File: config.mk
export PLATFORM = sky130hd
export DESIGN_NAME = uart_prog_loader
export DESIGN_NICKNAME = d
export VERILOG_FILES = /design/src/rtl/uart_prog_loader.sv
export SDC_FILE = /design/constraint.sdc
export NUM_CORES = 1
export LEC_CHECK = 0
export BUFFER_PORTS_ARGS = -buffer_cell sky130_fd_sc_hd__buf_2
export CAP_MARGIN = 20
export CORE_AREA = 8 8 108 110
export CTS_BUF_LIST = sky130_fd_sc_hd__clkbuf_2
export DETAILED_ROUTE_END_ITERATION = 8
export DIE_AREA = 0 0 116 118
export GPL_TIMING_DRIVEN = 0
export PLACE_DENSITY = 0.9
export SLEW_MARGIN = 20
export SYNTH_ARGS = -nofsm -noshare
export SYNTH_HDL_FRONTEND = slang
export SYNTH_SLANG_ARGS = --single-unit
File: constraint.sdc
create_clock -name sys_clk -period 2.54 [get_ports sys_clk]
set_input_delay 0.381 -clock sys_clk [delete_from_list [all_inputs] [get_ports sys_clk]]
set_output_delay 0.381 -clock sys_clk [all_outputs]
set_load 0.02 [all_outputs]
File: src/rtl/uart_prog_loader.sv
// UART program loader: receives a framed program (A5, N, 4*N little-endian bytes,
// 8-bit additive checksum) and writes it word by word into instruction memory.
module uart_prog_loader #(
  parameter int unsigned CLK_HZ        = 50000000,
  parameter int unsigned BAUD          = 115200,
  parameter int unsigned MEM_SIZE      = 64,
  parameter int unsigned TIMEOUT_BYTES = 4
) (
  input  logic        sys_clk,
  input  logic        sys_rst,
  input  logic        rx,
  output logic        mem_we,
  output logic [31:0] mem_addr,
  output logic [31:0] mem_wdata,
  output logic        cpu_hold,
  output logic        done,
  output logic        error
);

  localparam int unsigned DIV       = CLK_HZ / BAUD;
  localparam int unsigned MAX_WORDS = MEM_SIZE / 4;
  localparam int unsigned TO_LIMIT  = TIMEOUT_BYTES * 10 * DIV;
  localparam int unsigned CW        = $clog2(DIV);
  localparam int unsigned TW        = $clog2(TO_LIMIT);
  localparam int unsigned WW        = $clog2(MAX_WORDS + 1);

  localparam logic [CW-1:0] C_HALF_END = CW'(DIV / 2 - 1);
  localparam logic [CW-1:0] C_BIT_END  = CW'(DIV - 1);
  // Two short of the limit so that error is visible exactly TO_LIMIT cycles after byte_valid
  localparam logic [TW-1:0] C_TO_END   = TW'(TO_LIMIT - 2);
  localparam logic [7:0]    C_SYNC     = 8'hA5;

  typedef enum logic [2:0] {RX_IDLE, RX_START, RX_DATA, RX_STOP, RX_WAIT} rx_state_t;
  typedef enum logic [2:0] {IDLE, LEN, DATA, CSUM, DONE, ERR} ld_state_t;

  logic            r_rx_meta;
  logic            r_rx_sync;
  rx_state_t       r_rx_state;
  rx_state_t       w_rx_next;
  logic [CW-1:0]   r_rx_cnt;
  logic [2:0]      r_rx_bit;
  logic [7:0]      r_rx_shift;
  logic            r_byte_valid;
  logic            r_frame_err;
  logic            w_half_hit;
  logic            w_bit_hit;

  ld_state_t       r_ld_state;
  ld_state_t       w_ld_next;
  logic [WW-1:0]   r_len;
  logic [WW-1:0]   r_word_idx;
  logic [1:0]      r_byte_idx;
  logic [23:0]     r_word;
  logic [7:0]      r_sum;
  logic [TW-1:0]   r_to_cnt;
  logic            r_mem_we;
  logic [31:0]     r_mem_addr;
  logic [31:0]     r_mem_wdata;
  logic            w_timeout;
  logic            w_len_ok;
  logic            w_in_frame;
  logic            w_is_sync;

  always_ff @(posedge sys_clk) begin
    if (sys_rst) begin
      r_rx_meta <= 1'b1;
      r_rx_sync <= 1'b1;
    end else begin
      r_rx_meta <= rx;
      r_rx_sync <= r_rx_meta;
    end
  end

  assign w_half_hit = (r_rx_cnt == C_HALF_END);
  assign w_bit_hit  = (r_rx_cnt == C_BIT_END);

  always_comb begin
    w_rx_next = r_rx_state;
    case (r_rx_state)
      RX_IDLE:  if (!r_rx_sync) w_rx_next = RX_START;
      RX_START: if (w_half_hit) w_rx_next = r_rx_sync ? RX_IDLE : RX_DATA;
      RX_DATA:  if (w_bit_hit && (r_rx_bit == 3'd7)) w_rx_next = RX_STOP;
      RX_STOP:  if (w_bit_hit) w_rx_next = RX_WAIT;
      RX_WAIT:  if (r_rx_sync) w_rx_next = RX_IDLE;
      default:  w_rx_next = RX_IDLE;
    endcase
  end

  always_ff @(posedge sys_clk) begin
    if (sys_rst) begin
      r_rx_state   <= RX_IDLE;
      r_rx_cnt     <= '0;
      r_rx_bit     <= '0;
      r_rx_shift   <= '0;
      r_byte_valid <= 1'b0;
      r_frame_err  <= 1'b0;
    end else begin
      r_rx_state   <= w_rx_next;
      r_byte_valid <= (r_rx_state == RX_STOP) && w_bit_hit && r_rx_sync;
      r_frame_err  <= (r_rx_state == RX_STOP) && w_bit_hit && !r_rx_sync;
      if ((w_rx_next != r_rx_state) || w_bit_hit ||
          (r_rx_state == RX_IDLE) || (r_rx_state == RX_WAIT))
        r_rx_cnt <= '0;
      else
        r_rx_cnt <= r_rx_cnt + 1'b1;
      if (r_rx_state == RX_START)
        r_rx_bit <= '0;
      if ((r_rx_state == RX_DATA) && w_bit_hit) begin
        r_rx_shift <= {r_rx_sync, r_rx_shift[7:1]};
        r_rx_bit   <= r_rx_bit + 1'b1;
      end
    end
  end

  assign w_timeout  = (r_to_cnt == C_TO_END);
  assign w_len_ok   = (r_rx_shift != 8'd0) && (32'(r_rx_shift) <= 32'(MAX_WORDS));
  assign w_in_frame = (r_ld_state == LEN) || (r_ld_state == DATA) || (r_ld_state == CSUM);
  assign w_is_sync  = r_byte_valid && (r_rx_shift == C_SYNC);

  always_comb begin
    w_ld_next = r_ld_state;
    case (r_ld_state)
      IDLE: if (w_is_sync) w_ld_next = LEN;
      LEN: begin
        if (r_frame_err)       w_ld_next = ERR;
        else if (r_byte_valid) w_ld_next = w_len_ok ? DATA : ERR;
        else if (w_timeout)    w_ld_next = ERR;
      end
      DATA: begin
        // The last word's write strobe is issued while still in DATA; CSUM follows it
        if (r_frame_err)                             w_ld_next = ERR;
        else if (r_byte_valid)                       w_ld_next = DATA;
        else if (r_mem_we && (r_word_idx == r_len))  w_ld_next = CSUM;
        else if (w_timeout)                          w_ld_next = ERR;
      end
      CSUM: begin
        if (r_frame_err)       w_ld_next = ERR;
        else if (r_byte_valid) w_ld_next = (r_rx_shift == r_sum) ? DONE : ERR;
        else if (w_timeout)    w_ld_next = ERR;
      end
      DONE, ERR: w_ld_next = w_is_sync ? LEN : IDLE;
      default:   w_ld_next = IDLE;
    endcase
  end

  always_ff @(posedge sys_clk) begin
    if (sys_rst) begin
      r_ld_state  <= IDLE;
      r_len       <= '0;
      r_word_idx  <= '0;
      r_byte_idx  <= '0;
      r_word      <= '0;
      r_sum       <= '0;
      r_to_cnt    <= '0;
      r_mem_we    <= 1'b0;
      r_mem_addr  <= '0;
      r_mem_wdata <= '0;
    end else begin
      r_ld_state <= w_ld_next;
      r_mem_we   <= 1'b0;

      if (r_byte_valid || !w_in_frame)
        r_to_cnt <= '0;
      else
        r_to_cnt <= r_to_cnt + 1'b1;

      if ((r_ld_state == LEN) && (w_ld_next == DATA)) begin
        r_len      <= WW'(r_rx_shift);
        r_word_idx <= '0;
        r_byte_idx <= '0;
        r_sum      <= '0;
      end

      if ((r_ld_state == DATA) && r_byte_valid) begin
        r_sum <= r_sum + r_rx_shift;
        case (r_byte_idx)
          2'd0: r_word[7:0]   <= r_rx_shift;
          2'd1: r_word[15:8]  <= r_rx_shift;
          2'd2: r_word[23:16] <= r_rx_shift;
          default: begin
            r_mem_we    <= 1'b1;
            r_mem_addr  <= 32'({r_word_idx, 2'b00});
            r_mem_wdata <= {r_rx_shift, r_word};
            r_word_idx  <= r_word_idx + 1'b1;
          end
        endcase
        r_byte_idx <= r_byte_idx + 1'b1;
      end
    end
  end

  assign mem_we    = r_mem_we;
  assign mem_addr  = r_mem_addr;
  assign mem_wdata = r_mem_wdata;
  assign cpu_hold  = (r_ld_state != IDLE);
  assign done      = (r_ld_state == DONE);
  assign error     = (r_ld_state == ERR);

endmodule

==> results_dict.tcl, run 1 <==
set metrics [dict create \
    crit_required_ps 3090 \
    worst_slew_pin_slew_ps 607 \
    grt_pass1_vias 4566 \
    numCtsBuffers 17 \
    yosysWarnings 0 \
    final.setup.tns_ps 0 \
    synth_top_area_share_pct 44.1 \
    hold_class "input port to flop" \
    drv_slew 0 \
    crit_arrival_ps 2800 \
    fp.coreArea_sq_mm 0.0100 \
    reg2reg_depth 7 \
    timing.rr.end "r_len[2]" \
    cp_max_fo 10 \
    cts-root-buf "clkbuf_2" \
    nNetsFinal 813 \
    route.met3.wl_microns 894 \
    synth_largest_area_cell "dfxtp_1" \
    drt-met1-wl_mm 5.65 \
    fmaxAchievable_ghz 0.444 \
    vias 4988 \
    die_x_microns 116 \
    antenna_found_initial 0 \
    fillers 856 \
    clock-sinks 127 \
    cp_slowest_cell "mux2_2" \
    io_pins 71 \
    path_class "flop to flop" \
    cts_max_path_buffers 2 \
    dieArea_sq_mm 0.0137 \
    startpoint_type "flop" \
    power.leakage_nw 2.59 \
    holdPathStages 4 \
    power_density_mw_per_mm2 514 \
    wl_per_cell_microns 13.5 \
    status "finished clean" \
    syn_area_per_cell_sq_um 8.22 \
    synth_edf_count 0 \
    synthFlopType "dfxtp_1" \
    post_cts_buffers 0 \
    rsz0062_at_grt "false" \
    cp_top_family "multiplexers" \
    drt.antenna.violating_nets 0 \
    track_usage_pct 18.8 \
    max_stage_delay_ps 410 \
    layout-drive-gt1-share_pct 15.4 \
    ys_top_cells_by_area "dfxtp_1 (44%), nand2_1 (9.0%), a21oi_1 (8.1%)" \
    portBuffers 43 \
    place_hpwl_mm 9.21 \
    skew_ps 52.2 \
    whs_ps 216 \
    critPathCaptureType "flop" \
    setup_violations 0 \
    initial_core_util_pct 57.7 \
    slew_headroom_pct 59.5 \
    drt_iter0_markers 452 \
    rows 37 \
    clk_pin_slew_worst_paths_ps 230 \
    drc_errors 0 \
    wl_met2_mm 6.00 \
    path_cells "clkbuf_1 -> nor4_1 -> mux2_2 -> nand4_1 -> buf_2 -> mux2i_1 -> nor2_1" \
    final_hold_viol_count 0 \
    gp_congestion 0.848 \
    synthArstFlopShare_pct 0 \
    synth_cells 701 \
    min_from "sys_rst" \
    maxCapViolCount 0 \
    reg2reg_slack_ps 290 \
    cts-htree-levels 4 \
    viasPerCell 5.31 \
    fin_crit_sh_pct 88.6 \
    min_period_ps 2250 \
    hold_end "r_to_cnt[14]" \
    dr.pass1.iters 5 \
    drt-total-wl_mm 12.7 \
    area_delta_synth_final_pct 12.6 \
    synth_area_sq_mm 0.00577 \
    worst-path-buf-inv 2 \
    antenna_cells 0 \
    synth_seq_cells 127 \
    ys_types 58 \
    clk_latency_ps 690 \
    synth-seq-area-share_pct 44.1 \
    fp.dieH_microns 118 \
    overflow 0 \
    grt_pass1_wl_mm 21.2 \
    max-vdd-ir-drop_v 0.000403 \
    top_layer_used "met4" \
    yosysMostFrequentCell "nand2_1" \
    grt_max_degree 17 \
    ys_top_cells_by_count "nand2_1 (139), dfxtp_1 (127), a21oi_1 (93)" \
    r2r-start "r_rx_shift[1]" \
    cts_tree "yes" \
]
per-stage QoR:
step | std cells | utilization (%) | area [sq um] | total power (W) | setup slack (ps)
finish | 939 | 64.9 | 6490 | 0.00333 | 289
global route | 939 | 64.9 | 6490 | 0.00346 | 191
CTS | 939 | 64.9 | 6490 | 0.00334 | 302
detailed placement | 906 | 62.5 | 6250 | 0.00216 | 376
global placement | 906 | 62.5 | 6250 | 0.00216 | 418
floorplan | 727 | - | 5860 | 0.00214 | 704
how the worst max path moves through the flow:
stage / startpoint / endpoint / depth (start not counted)
after detailed placement: r_rx_shift[1] / r_len[2] / 7
after floorplan: r_rx_shift[1] / r_len[0] / 7
after global routing: r_rx_shift[1] / r_len[2] / 7
after CTS: r_rx_shift[1] / r_len[2] / 7
after global placement: sys_rst / r_sum[1] / 5
final: r_rx_shift[1] / r_len[2] / 7
sequential cells by signal, summed over array words and instances, names as in the netlist:
register / flops
r_rx_meta: 1
mem_addr: 5
r_frame_err: 1
mem_we: 1
r_to_cnt: 15
r_word_idx: 5
r_rx_bit: 3
r_rx_shift: 8
r_len: 5
r_rx_sync: 1
r_rx_state: 3
r_rx_cnt: 9
r_byte_idx: 2
r_sum: 8
r_ld_state: 3
r_byte_valid: 1
mem_wdata: 32
r_word: 24
worst min-delay path: cells and delay by family:
kind / cells / cell delay, ps
simple gates: 2 / 180
buf+inv: 2 / 300
power by group:
| group | total, W | leakage [nW] | internal, W | switching (W) |
|---|---|---|---|---|
| Sequential | 0.00200 | 1.02 | 0.00200 | 0.00000209 |
| Clock | 0.00120 | 0.134 | 0.000309 | 0.000895 |
| Combinational | 0.000127 | 1.43 | 0.0000425 | 0.0000846 |
| Total | 0.00333 | 2.59 | 0.00235 | 0.000982 |
area by class of cell:
class | instances | area [sq um] | share of cell area [%]
inverters | 9 | 33.8 | 0.520
clock buffers | 17 | 85.1 | 1.31
flip-flops and latches | 127 | 2540 | 39.2
well taps | 136 | 170 | 2.62
clock inverters | 15 | 148 | 2.27
repair buffers | 44 | 225 | 3.47
multi-input cells | 514 | 2880 | 44.4
plain buffers | 77 | 407 | 6.26
layout by cell type, fill, tap and decap left out, drive strengths merged, types with 4 or more instances in the layout:
cell / count
a21oi: 93
nor4: 7
nand4: 6
o21ai: 10
conb: 27
nand2b: 7
mux2i: 5
xnor2: 10
clkbuf: 51
and4: 5
ha: 19
clkinv: 4
or3: 5
nor2: 40
and2: 6
nand2: 139
dfxtp: 127
nor4b: 7
inv: 17
nor3: 9
nand4b: 5
xor2: 19
buf: 86
or2: 4
nand3: 53
metal layers:
metal	vias up	track usage (%)
li1	2520	-
met1	2310	24.1
met2	143	30.5
met3	15	4.36
met4	0	5.11
met5	-	0
cells by family (layout without fill, tap and decap cells):
family | after synthesis | after routing | share of synthesized area [%]
and+or+nand+nor | 309 | 309 | 26.1
DFF | 127 | 127 | 44.1
AOI/OAI and AO/OA | 123 | 123 | 12.2
buffers and inverters | 86 | 162 | 7.64
xor gates and xnor gates | 29 | 29 | 4.41
adders and majority gates | 20 | 20 | 4.47
muxes | 6 | 6 | 1.06
other | 1 | 27 | 0.0650
repair_timing:
item,in CTS,in global routing
endpoints found under the hold margin,1,0
hold buffers,1,0
resized for setup,0,0
(Power assumes the default switching activity.)
==> run 2, diff against run 1 <==
--- a/config.mk
+++ b/config.mk
@@ -7,12 +7,12 @@
 export LEC_CHECK = 0
 export BUFFER_PORTS_ARGS = -buffer_cell sky130_fd_sc_hd__buf_2
 export CAP_MARGIN = 20
-export CORE_AREA = 8 8 108 110
+export CORE_AREA = 8 8 95 161
 export CTS_BUF_LIST = sky130_fd_sc_hd__clkbuf_2
 export DETAILED_ROUTE_END_ITERATION = 8
-export DIE_AREA = 0 0 116 118
+export DIE_AREA = 0 0 103 169
 export GPL_TIMING_DRIVEN = 0
-export PLACE_DENSITY = 0.9
+export PLACE_DENSITY = 0.73
 export SLEW_MARGIN = 20
 export SYNTH_ARGS = -nofsm -noshare
 export SYNTH_HDL_FRONTEND = slang
==> run 2 against run 1 <==
Cell area rose by 0.98%. Setup slack improved by 22 ps. Non-clock buffer count unchanged.
==> results_dict.tcl, run 2 (same netlist as run 1, synthesis figures left out) <==
set metrics [dict create \
    drt-total-wl_mm 13.4 \
    dr.pass1.iters 5 \
    initial_core_util_pct 43.8 \
    final_common_cell "nand2_1" \
    slew_headroom_pct 60.4 \
    rows 56 \
    hold_buffers 1 \
    postLayoutCoreUtil_pct 49.8 \
    startpoint_type "flop" \
    design_area_sq_mm 0.00656 \
    gp_congestion 0.902 \
    multi_input_area_sq_mm 0.00288 \
    reg2reg_slack_ps 310 \
    crit_required_ps 3100 \
    cts-root-buf "clkbuf_2" \
    largest_reg_flops 32 \
    timing.rr.end "r_len[0]" \
    track_usage_pct 16.1 \
    cp_slowest_cell "mux2_2" \
    grt_pass1_vias 4761 \
    cp_max_fo 10 \
    clk_pin_slew_worst_paths_ps 200 \
    fin_crit_sh_pct 87.8 \
    power.leakage_nw 2.59 \
    fp.coreArea_sq_mm 0.0132 \
    post_cts_resized 0 \
    layout_common_cells "nand2_1 (139), dfxtp_1 (127), a21oi_1 (93)" \
    final_hold_viol_count 0 \
    grt_max_degree 17 \
    hold_class "input port to flop" \
    clk_latency_ps 700 \
    reg2reg_depth 7 \
    layout-drive-gt1-share_pct 15.4 \
    power_density_mw_per_mm2 522 \
    portBuffers 43 \
    min_period_ps 2230 \
    drv_slew 0 \
    path_class "flop to flop" \
    report.power.total_w 0.00342 \
    place_hpwl_mm 9.93 \
    skew_ps 40.3 \
    cts-htree-levels 4 \
    max-vdd-ir-drop_v 0.000282 \
    cp-endpoint "r_len[0]" \
    dpl_cell_area_sq_mm 0.00630 \
    die_x_microns 103 \
    r2r-start "r_rx_shift[1]" \
    dieArea_sq_mm 0.0174 \
    drt.antenna.violating_nets 0 \
    max_stage_delay_ps 420 \
    antenna_found_initial 1 \
    io_pins 71 \
    status "finished clean" \
    worst_slew_pin_slew_ps 594 \
    setup_violations 0 \
    nNetsFinal 813 \
    placed_cells 944 \
    critPathCaptureType "flop" \
    layoutNonFillerInstCount 978 \
    cts_tree "yes" \
    viasPerCell 5.01 \
    drt_iter0_markers 244 \
    post_cts_buffers 0 \
    numCtsBuffers 17 \
    path_cells "clkbuf_1 -> nor4_1 -> mux2_2 -> nand4_1 -> buf_2 -> mux2i_1 -> nor2_1" \
    fp.dieH_microns 169 \
    area_delta_synth_final_pct 13.7 \
    wl_per_cell_microns 13.7 \
    clock-sinks 127 \
    vias 4903 \
    fillers 1373 \
    cts_max_path_buffers 2 \
    overflow 0 \
    drc_errors 0 \
    maxCapViolCount 0 \
    fmaxAchievable_ghz 0.449 \
    rsz0062_at_grt "false" \
    startpoint "r_rx_shift[1]" \
    final.setup.tns_ps 0 \
    crit_arrival_ps 2790 \
    grt_pass1_wl_mm 22.2 \
    register_area_sq_mm 0.00254 \
]
run 2: changes by cell type in the layout (fill, tap and decap cells not counted), sizes merged:
cell	change
clkinvlp	+1
bufinv	+2
clkbuf	+1
inv	-2
clkinv	-2
diode	+1
run 2: final cells by class:
type / instances / share of cell area (%)
plain buffers: 77 / 6.20
multi-input cells: 514 / 43.9
clock buffers: 18 / 1.37
inverters: 9 / 0.515
repair buffers: 44 / 3.44
flip-flops and latches: 127 / 38.8
diodes: 1 / 0.0382
well taps: 174 / 3.32
clock inverters: 14 / 2.39
run 2: metal layers:
metal	up-vias	global-route usage, %	wire length, microns
met1	2239	15.6	5030
met2	116	29.4	7140
met5	-	0	0
met3	33	3.99	716
met4	0	9.50	460
li1	2515	-	-
run 2: report_power, final:
group	total (W)	leakage (nW)	internal, W	switching, W
clock network	0.00130	0.139	0.000472	0.000824
logic	0.000127	1.43	0.0000423	0.0000845
registers	0.00200	1.02	0.00200	0.00000181
total	0.00342	2.59	0.00251	0.000910
run 2: how the worst min path moves through the flow:
stage,end,from,slack (ps),cells past startpoint
after floorplan,r_rx_sync,r_rx_meta,390,1
after global placement,r_rx_sync,r_rx_meta,390,1
after detailed placement,r_rx_sync,r_rx_meta,390,1
after CTS,r_to_cnt[14],sys_rst,130,4
after global routing,r_to_cnt[4],sys_rst,180,4
final,r_to_cnt[14],sys_rst,170,4
run 2: critical path: cells and delay by family, from the launching register on:
family / cells / cell delay [ps]
buffers and inverters: 2 / 560
muxes: 2 / 640
and+or+nand+nor: 3 / 520
DFF: 1 / 390
run 2: stage by stage:
step                      hold slack [ps]  setup WS (ps)
final                                 171            311
after global routing                  184            163
after CTS                             134            316
after detailed placement              393            355
after global placement                393            378
after floorplan                       389            704
